[config.mk]
export PLATFORM = sky130hd
export DESIGN_NAME = mem_cycle_ctrl
export DESIGN_NICKNAME = d
export VERILOG_FILES = /design/src/rtl/mem_cycle_ctrl.sv
export SDC_FILE = /design/constraint.sdc
export NUM_CORES = 1
export LEC_CHECK = 0
export CAP_MARGIN = 20
export CELL_PAD_IN_SITES_DETAIL_PLACEMENT = 1
export CELL_PAD_IN_SITES_GLOBAL_PLACEMENT = 2
export CORE_MARGIN = 5
export CORE_UTILIZATION = 26
export CTS_CLUSTER_SIZE = 24
export DETAILED_ROUTE_END_ITERATION = 8
export PLACE_DENSITY_LB_ADDON = 0.05
export SLEW_MARGIN = 40
export SYNTH_ARGS = -nofsm -noshare
export SYNTH_HDL_FRONTEND = slang
export SYNTH_SLANG_ARGS = --single-unit
[constraint.sdc]
create_clock -name clk -period 1.9 [get_ports clk]
set_clock_uncertainty 0.2 [all_clocks]
set_input_delay 0.38 -clock clk [delete_from_list [all_inputs] [get_ports clk]]
set_output_delay 0.38 -clock clk [all_outputs]
set_load 0.01 [all_outputs]
[src/rtl/mem_cycle_ctrl.sv]
// Memory cycle controller: sequences SRAM strobes and bridge enables through SETUP/ACCESS/HOLD.
// Optional MEMCTRL_READY_EN adds a mem_ready input that stretches ACCESS after the wait count.
module mem_cycle_ctrl #(
    parameter int unsigned WAIT_STATES = 0,
    parameter int unsigned ADDR_W      = 16
) (
    input  logic              clk,
    input  logic              rst,
    input  logic              req_valid,
    input  logic              req_write,
    input  logic [ADDR_W-1:0] req_addr,
    output logic              req_ready,
    output logic              done,
    output logic [7:0]        rd_data,
    input  logic [7:0]        mem_data_in,
`ifdef MEMCTRL_READY_EN
    input  logic              mem_ready,
`endif
    output logic [ADDR_W-1:0] mem_addr,
    output logic              mem_oe_n,
    output logic              mem_we_n,
    output logic              a_membridge_n,
    output logic              d_membridge_n
);

    typedef enum logic [1:0] {StIdle, StSetup, StAccess, StHold} state_e;

    localparam logic [3:0] WaitCnt = 4'(WAIT_STATES);

    state_e            state_q, state_d;
    logic              write_q, write_d;
    logic [ADDR_W-1:0] addr_q, addr_d;
    logic [3:0]        cnt_q, cnt_d;
    logic [7:0]        rd_q, rd_d;
    logic              ready_q, ready_d;
    logic              done_q, done_d;
    logic              oe_n_q, oe_n_d;
    logic              we_n_q, we_n_d;
    logic              a_n_q, a_n_d;
    logic              d_n_q, d_n_d;
    logic              access_ok;

`ifdef MEMCTRL_READY_EN
    assign access_ok = mem_ready;
`else
    assign access_ok = 1'b1;
`endif

    always_comb begin
        state_d = state_q;
        write_d = write_q;
        addr_d  = addr_q;
        cnt_d   = cnt_q;
        rd_d    = rd_q;
        case (state_q)
            StIdle: begin
                if (req_valid) begin
                    state_d = StSetup;
                    write_d = req_write;
                    addr_d  = req_addr;
                end
            end
            StSetup: begin
                state_d = StAccess;
                cnt_d   = WaitCnt;
            end
            StAccess: begin
                if (cnt_q != 4'd0) begin
                    cnt_d = cnt_q - 4'd1;
                end else if (access_ok) begin
                    state_d = StHold;
                    if (!write_q) begin
                        rd_d = mem_data_in;
                    end
                end
            end
            StHold:  state_d = StIdle;
            default: state_d = StIdle;
        endcase

        // Outputs are decoded from the next state so they appear registered in the same cycle.
        ready_d = (state_d == StIdle);
        done_d  = (state_d == StHold);
        oe_n_d  = !(!write_d && (state_d == StSetup || state_d == StAccess));
        a_n_d   = !(!write_d && (state_d == StAccess));
        we_n_d  = !(write_d && (state_d == StAccess));
        d_n_d   = !(write_d && (state_d == StSetup || state_d == StAccess || state_d == StHold));
    end

    always_ff @(posedge clk or posedge rst) begin
        if (rst) begin
            state_q <= StIdle;
            write_q <= 1'b0;
            addr_q  <= '0;
            cnt_q   <= 4'd0;
            rd_q    <= 8'h00;
            ready_q <= 1'b1;
            done_q  <= 1'b0;
            oe_n_q  <= 1'b1;
            we_n_q  <= 1'b1;
            a_n_q   <= 1'b1;
            d_n_q   <= 1'b1;
        end else begin
            state_q <= state_d;
            write_q <= write_d;
            addr_q  <= addr_d;
            cnt_q   <= cnt_d;
            rd_q    <= rd_d;
            ready_q <= ready_d;
            done_q  <= done_d;
            oe_n_q  <= oe_n_d;
            we_n_q  <= we_n_d;
            a_n_q   <= a_n_d;
            d_n_q   <= d_n_d;
        end
    end

    assign req_ready     = ready_q;
    assign done          = done_q;
    assign rd_data       = rd_q;
    assign mem_addr      = addr_q;
    assign mem_oe_n      = oe_n_q;
    assign mem_we_n      = we_n_q;
    assign a_membridge_n = a_n_q;
    assign d_membridge_n = d_n_q;

endmodule
==> flow_summary.ini, run 1 <==
[status]
outcome = finished, violations left
violations = setup timing

[floorplanning]
core_um2 = 5921
die_w_um = 87.81
pin_count = 58
die_y_um = 87.81
initial_core_util_pct = 26.58
die_area_um2 = 7710
rows = 28

[routing]
wl_per_cell_um = 14.08
wl_met2_um = 1857
top_layer = met4
wl_met1_um = 1468
drt-pass1-iter-count = 3
via_per_inst = 4.170
drtIter0Drc = 11
vias = 1080
drtAntennaViolNets = 0
drc = 0
met3_length_um = 298
wl_um = 3648

[synthesis]
syn_inst = 108
syn_avg_cell_area_um2 = 14.57
yosysWarnings = 0
synthSimpleGateAreaFrac_pct = 6.359
synth_top_family_by_area = multiplexers
synth_area_um2 = 1574
synth_largest_area_cell = dfrtp_1
synth_top_area_share_pct = 50.87
ys_seq_area_share_pct = 59.22
ys_types = 24
synthTopCellsByArea = dfrtp_1 51%, mux2_2 11%, dfstp_2 8.3%
synth-xor-area-share_pct = 0
synth_adder_area_share_pct = 7.154
syn-num-nets = 145
synth_mux_area_share_pct = 19.71
ys_ff_latch = 37
synth_compound_area_share_pct = 3.816

[sta]
final-setup-viol-count = 1
period_share_pct = 102.2
rsz0062_at_grt = yes
worst_pin_slew_ps = 243.5
layout_setup_ws_ps = -40.99
max_clock_freq_ghz = 0.5152
timing.setup.tns_ps = -40.99
post-route-min-period_ps = 1941
hold_viol_final = 0
maxSlewHeadroom_pct = 83.30
drv_slew = 0

[power]
finalPower_mw = 3.757
p_leak_nw = 1.085
p_per_area_nw_per_um2 = 1534
ir_worst_vdd_uv = 623.2

[clock_network]
cts_num_sinks = 37
cts_tree = done
cts_root_buf = clkbuf_8
path_clk_slew_ps = 70
hold_buffers = 0
insertion_delay_ps = 280
cts_buffer_depth = 2
cts_inserted_buffers = 5
htree_levels = 2

[cells_and_area]
layout.cells.non_filler = 259
antennaDiodeCount = 0
final_layout_size_suffix_gt1_share_pct = 30.43
num-nets-final = 220
syn2layout_area_growth_pct = 55.64
nFillCells = 634
final_util_pct = 41.38

[setup_path]
reg2reg_slack_ps = -40
cp-start-kind = flip-flop
worstSetupPathType = flip-flop to flip-flop
rr_endpoint = mem_oe_n$_DFF_PP1_
r2r-start = cnt_q[1]$_DFFE_PP0P_
critPathCaptureType = flip-flop
cp_max_fo = 3
cp_data_arrival_time_ps = 1950
r2r_cells = 7
worst_ep_required_time_ps = 1910

[placement]
port-buffer-count = 57
placed_cells = 246
finalWeightedCongestion = 0.7102
dp_hpwl_um = 2803

[global_routing]
grt_pass1_vias = 1205
gr-total-overflow = 0
antenna_found_initial = 0
track_usage_pct = 10.11
grt_max_degree = 23
grt_first_pass_wirelength_um = 5899

[job]
cap_violations = 0

[hold_path]
hold_class = input pin to async pin
==> layout by cell type, fill, tap and decap left out, drive strengths merged, types with 5 or more instances in the layout <==
| cell | synthesis | layout |
|---|---|---|
| buf | 2 | 13 |
| clkbuf | 0 | 8 |
| clkdlybuf4s50 | 0 | 52 |
| dfrtp | 32 | 32 |
| dfstp | 5 | 5 |
| dlygate4sd2 | 0 | 5 |
| ha | 9 | 9 |
| inv | 9 | 9 |
| mux2 | 24 | 24 |
| o21ai | 6 | 6 |
==> worst max-delay path, stage by stage (launching register included) <==
cell,delay (ps)
dfrtp_1,400
inv_2,90
ha_4,150
or3b_4,390
nor2_4,100
o32ai_2,100
ha_1,290
nand2b_1,140
==> per-layer routing <==
metal	GRT usage (%)	vias up
met2	16.85	34
met5	0	-
met4	2.929	0
met1	11.58	527
met3	4.798	2
li1	-	517
==> Yosys cell counts (all sizes together) <==
master  count
dfrtp      32
mux2       24
ha          9
inv         9
o21ai       6
dfstp       5
nand2       4
nand2b      3
buf         2
nor2        2
nor2b       2
a21oi       1
and2        1
and4bb      1
mux2i       1
nand3       1
o22ai       1
o32a        1
o32ai       1
or3         1
or3b        1
==> registers in the layout, summed over array words and instances, names as in the netlist <==
name,cells
cnt_q,4
a_membridge_n,1
mem_oe_n,1
mem_we_n,1
req_ready,1
mem_addr,16
d_membridge_n,1
done,1
state_q,2
write_q,1
rd_data,8
==> report_power, final <==
part	switching, mW	internal, mW	total (mW)
Combinational	0.736	1.14	1.88
Clock	0.256	0.296	0.551
Sequential	0.157	1.17	1.33
Total	1.15	2.61	3.76
==> how the worst max path moves through the flow <==
stage / from / endpoint / cells after the start
after CTS: cnt_q[1]$_DFFE_PP0P_ / mem_oe_n$_DFF_PP1_ / 7
after detailed placement: cnt_q[1]$_DFFE_PP0P_ / mem_oe_n$_DFF_PP1_ / 7
after global placement: cnt_q[0]$_DFFE_PP0P_ / mem_oe_n$_DFF_PP1_ / 7
final: cnt_q[1]$_DFFE_PP0P_ / mem_oe_n$_DFF_PP1_ / 7
after floorplan: state_q[0]$_DFF_PP0_ / rd_data[0]$_DFFE_PP0P_ / 6
after global routing: cnt_q[1]$_DFFE_PP0P_ / mem_oe_n$_DFF_PP1_ / 7
==> per-stage QoR <==
| stage | setup slack [ps] | cell area [µm²] | hold WS (ps) |
|---|---|---|---|
| 2_1_floorplan | 1.858 | 1594 | 266.3 |
| 3_3_place_gp | -48.85 | 2318 | 285.9 |
| 3_5_place_dp | -127.8 | 2318 | 293.6 |
| 4_1_cts | -34.38 | 2435 | 237.3 |
| 5_1_grt | -103.5 | 2450 | 258.4 |
| 6_report | -40.99 | 2450 | 236.3 |
==> layout make-up <==
type                    count  area [µm²]  share of cell area [%]
flip-flops and latches     37       932.1                   38.05
clock buffers               8       90.09                   3.677
multi-input cells          60       613.1                   25.03
repair buffers             70       686.9                   28.04
inverters                   9       33.78                   1.379
well taps                  75       93.84                   3.830
==> kinds of logic (layout without fill, tap and decap cells) <==
kind of cell / after synthesis / count (layout)
multiplexers: 25 / 25
AND/OR/NAND/NOR: 16 / 16
AO/OA/AOI/OAI: 10 / 10
adder cells (fa/ha/maj): 9 / 9
flip-flops: 37 / 37
buffers and inverters: 11 / 87
==> timing repair <==
action                                  4_1_cts  5_1_grt
setup buffers                                 3        2
endpoints found under the setup margin       15       10
resized for setup                             8        1
pin swaps                                     1        0
No activity file was read; power rests on OpenSTA's default activity.
==> inputs of run 2 (changes only) <==
- ABC_AREA: default -> 1
- CORE_ASPECT_RATIO: default -> 1.4
- CORE_UTILIZATION: 26 -> 25
==> run 2 against run 1 <==
The run now ends clean. Synthesized area grew 4.0%. Combinational power is 11% higher. Cell count is 6.6% higher. Critical path type unchanged. Highest routed layer unchanged.
==> flow_summary.ini, run 2 <==
[status]
outcome = completed

[synthesis]
syn_inst = 130
synth_top_area_share_pct = 48.93
yosysWarnings = 0
synth_largest_area_cell = dfrtp_1
synth_edf_count = 0
synth.most_common_cell = dfrtp_1
ys_ff_latch = 37
synthFlopType = dfrtp_1
synthTopCellsByArea = dfrtp_1 49%, mux2_4 9.2%, dfstp_2 8.0%
synth_area_um2 = 1637
ys_seq_area_share_pct = 56.96
syn-num-nets = 167
yosys-top-cells-count = 32 x dfrtp_1, 18 x inv_1, 17 x nand2_1
syn_avg_cell_area_um2 = 12.59
ys_types = 22
ys_async_sr_fraction_pct = 100.0

[routing]
top_layer = met4
wl_met2_um = 2066
wl_per_cell_um = 13.94
vias = 1155
wl_met1_um = 1493
drc = 0
drtIter0Drc = 27
wl_um = 3847
via_per_inst = 4.185
drt-pass1-iter-count = 3
met3_length_um = 224
drtAntennaViolNets = 0

[clock_network]
cts_num_sinks = 37
htree_levels = 2
cts_inserted_buffers = 5
cts_buffer_depth = 2
hold_buffers = 0
cts_root_buf = clkbuf_8
cts_tree = done
insertion_delay_ps = 290
path_clk_slew_ps = 70
cts_setup_buffers = 0

[power]
p_leak_nw = 1.156
switching_share_pct = 33.55
ir_worst_vdd_uv = 466.0
switchingPower_mw = 1.415
internal_power_mw = 2.803
clockPowerShare_pct = 16.7
sequentialPowerShare_pct = 33.7
p_per_area_nw_per_um2 = 1707
comb_power_share_pct = 49.5

[placement]
port-buffer-count = 57
placed_cells = 268
dp_hpwl_um = 3044
finalWeightedCongestion = 0.7719
dp_slack_ps = -115.5
placed_cell_area_um2 = 2357

[setup_path]
cp-start-kind = flip-flop
cp_max_fo = 4
worst_ep_required_time_ps = 1920
r2r_cells = 8
critPathCaptureType = flip-flop
worstSetupPathType = flip-flop to flip-flop
cp_data_arrival_time_ps = 1830

[sta]
layout_setup_ws_ps = 88.81
timing.setup.tns_ps = 0
worst_pin_slew_ps = 477.7
final-setup-viol-count = 0
maxSlewHeadroom_pct = 67.82
rsz0062_at_grt = no
period_share_pct = 95.33
post-route-min-period_ps = 1811
drv_slew = 0
hold_viol_final = 0
max_clock_freq_ghz = 0.5521

[cells_and_area]
layout_commonest_cell = clkdlybuf4s50_1
syn2layout_area_growth_pct = 50.99
largest_reg_flops = 16
nFillCells = 730
final_cell_mix = 52 x clkdlybuf4s50_1, 32 x dfrtp_1, 18 x inv_1
final_layout_size_suffix_gt1_share_pct = 26.73
design_area_um2 = 2471
num-nets-final = 238
layout.cells.non_filler = 276
antennaDiodeCount = 0

[floorplanning]
pin_count = 58
die_area_um2 = 8287
core_um2 = 6481
initial_core_util_pct = 25.25
rows = 35
die_w_um = 78.38
die_y_um = 105.7

[global_routing]
grt_pass1_vias = 1329
grt_max_degree = 19
gr-total-overflow = 0
antenna_found_initial = 0
grt_first_pass_wirelength_um = 6334
track_usage_pct = 9.932

[hold_path]
hold_class = input pin to async pin

[job]
cap_violations = 0
## run 2: power groups by stage
stage	Clock [mW]	Combinational [mW]	Sequential (mW)
final	0.706	2.09	1.42
after global routing	0.764	2.29	1.47
after global placement	0	2.10	1.43
after CTS	0.739	2.13	1.44
after floorplan	0	0.990	1.55
after detailed placement	0	2.16	1.44
## run 2: area by class of cell
cell class                 instances  area, µm²  share of cell area (%)
tap                               74      92.59                   3.747
sequential                        37      932.1                   37.72
clock inverter                     1      30.03                   1.215
clock buffer                       7      86.33                   3.494
multi-input combinational         72      614.3                   24.86
inverter                          19      71.32                   2.886
timing repair buffer              66      644.4                   26.08
## run 2: what timing repair did
| action | 4_1_cts | 5_1_grt |
|---|---|---|
| hold endpoints to repair | 0 | 0 |
| pin swaps | 0 | 0 |
| gates resized for setup | 5 | 2 |
| endpoints found under the setup margin | 5 | 2 |
## run 2: critical path, cell delays in order, from the launching register on
cell     delay [ps]
dfrtp_1         390
inv_1           100
ha_1            210
inv_1            90
nand3_1         100
o21ai_2          70
inv_1            80
ha_1            210
or2_2           300
## run 2: final timing paths
path / startpoint / endpoint / slack [ps]
worst max register to register: state_q[0]$_DFF_PP0_ / d_membridge_n$_DFF_PP1_ / 90
worst min-delay path: rst / done$_DFF_PP0_ / 170
worst max-delay path: state_q[0]$_DFF_PP0_ / d_membridge_n$_DFF_PP1_ / 90
max in group asynchronous: rst / mem_addr[8]$_DFFE_PP0P_ / 830
min in group clk: rd_data[6]$_DFFE_PP0P_ / rd_data[6]$_DFFE_PP0P_ / 290
worst min register to register: rd_data[6]$_DFFE_PP0P_ / rd_data[6]$_DFFE_PP0P_ / 290
## run 2: logic make-up after synthesis
family	share of synthesized area [%]
xor+xnor	0.5353
fa+ha+maj	6.881
buf+inv	5.733
mux	13.30
flops	56.96
compound gates	6.804
simple gates	9.786
## run 2: routing by layer
metal  up-vias  GRT usage [%]
met2        32          17.34
met3         5          4.103
met5         -              0
met1       566          10.24
met4         0          4.500
li1        552              -
## run 2: stage by stage
step                power (mW)  util (%)  hold WS [ps]
floorplan                2.543         -         257.5
global placement         3.524     36.37         270.6
detailed placement       3.596     36.37         278.6
CTS                      4.309     38.07         172.8
global route             4.525     38.13         187.0
finish                   4.218     38.13         167.0
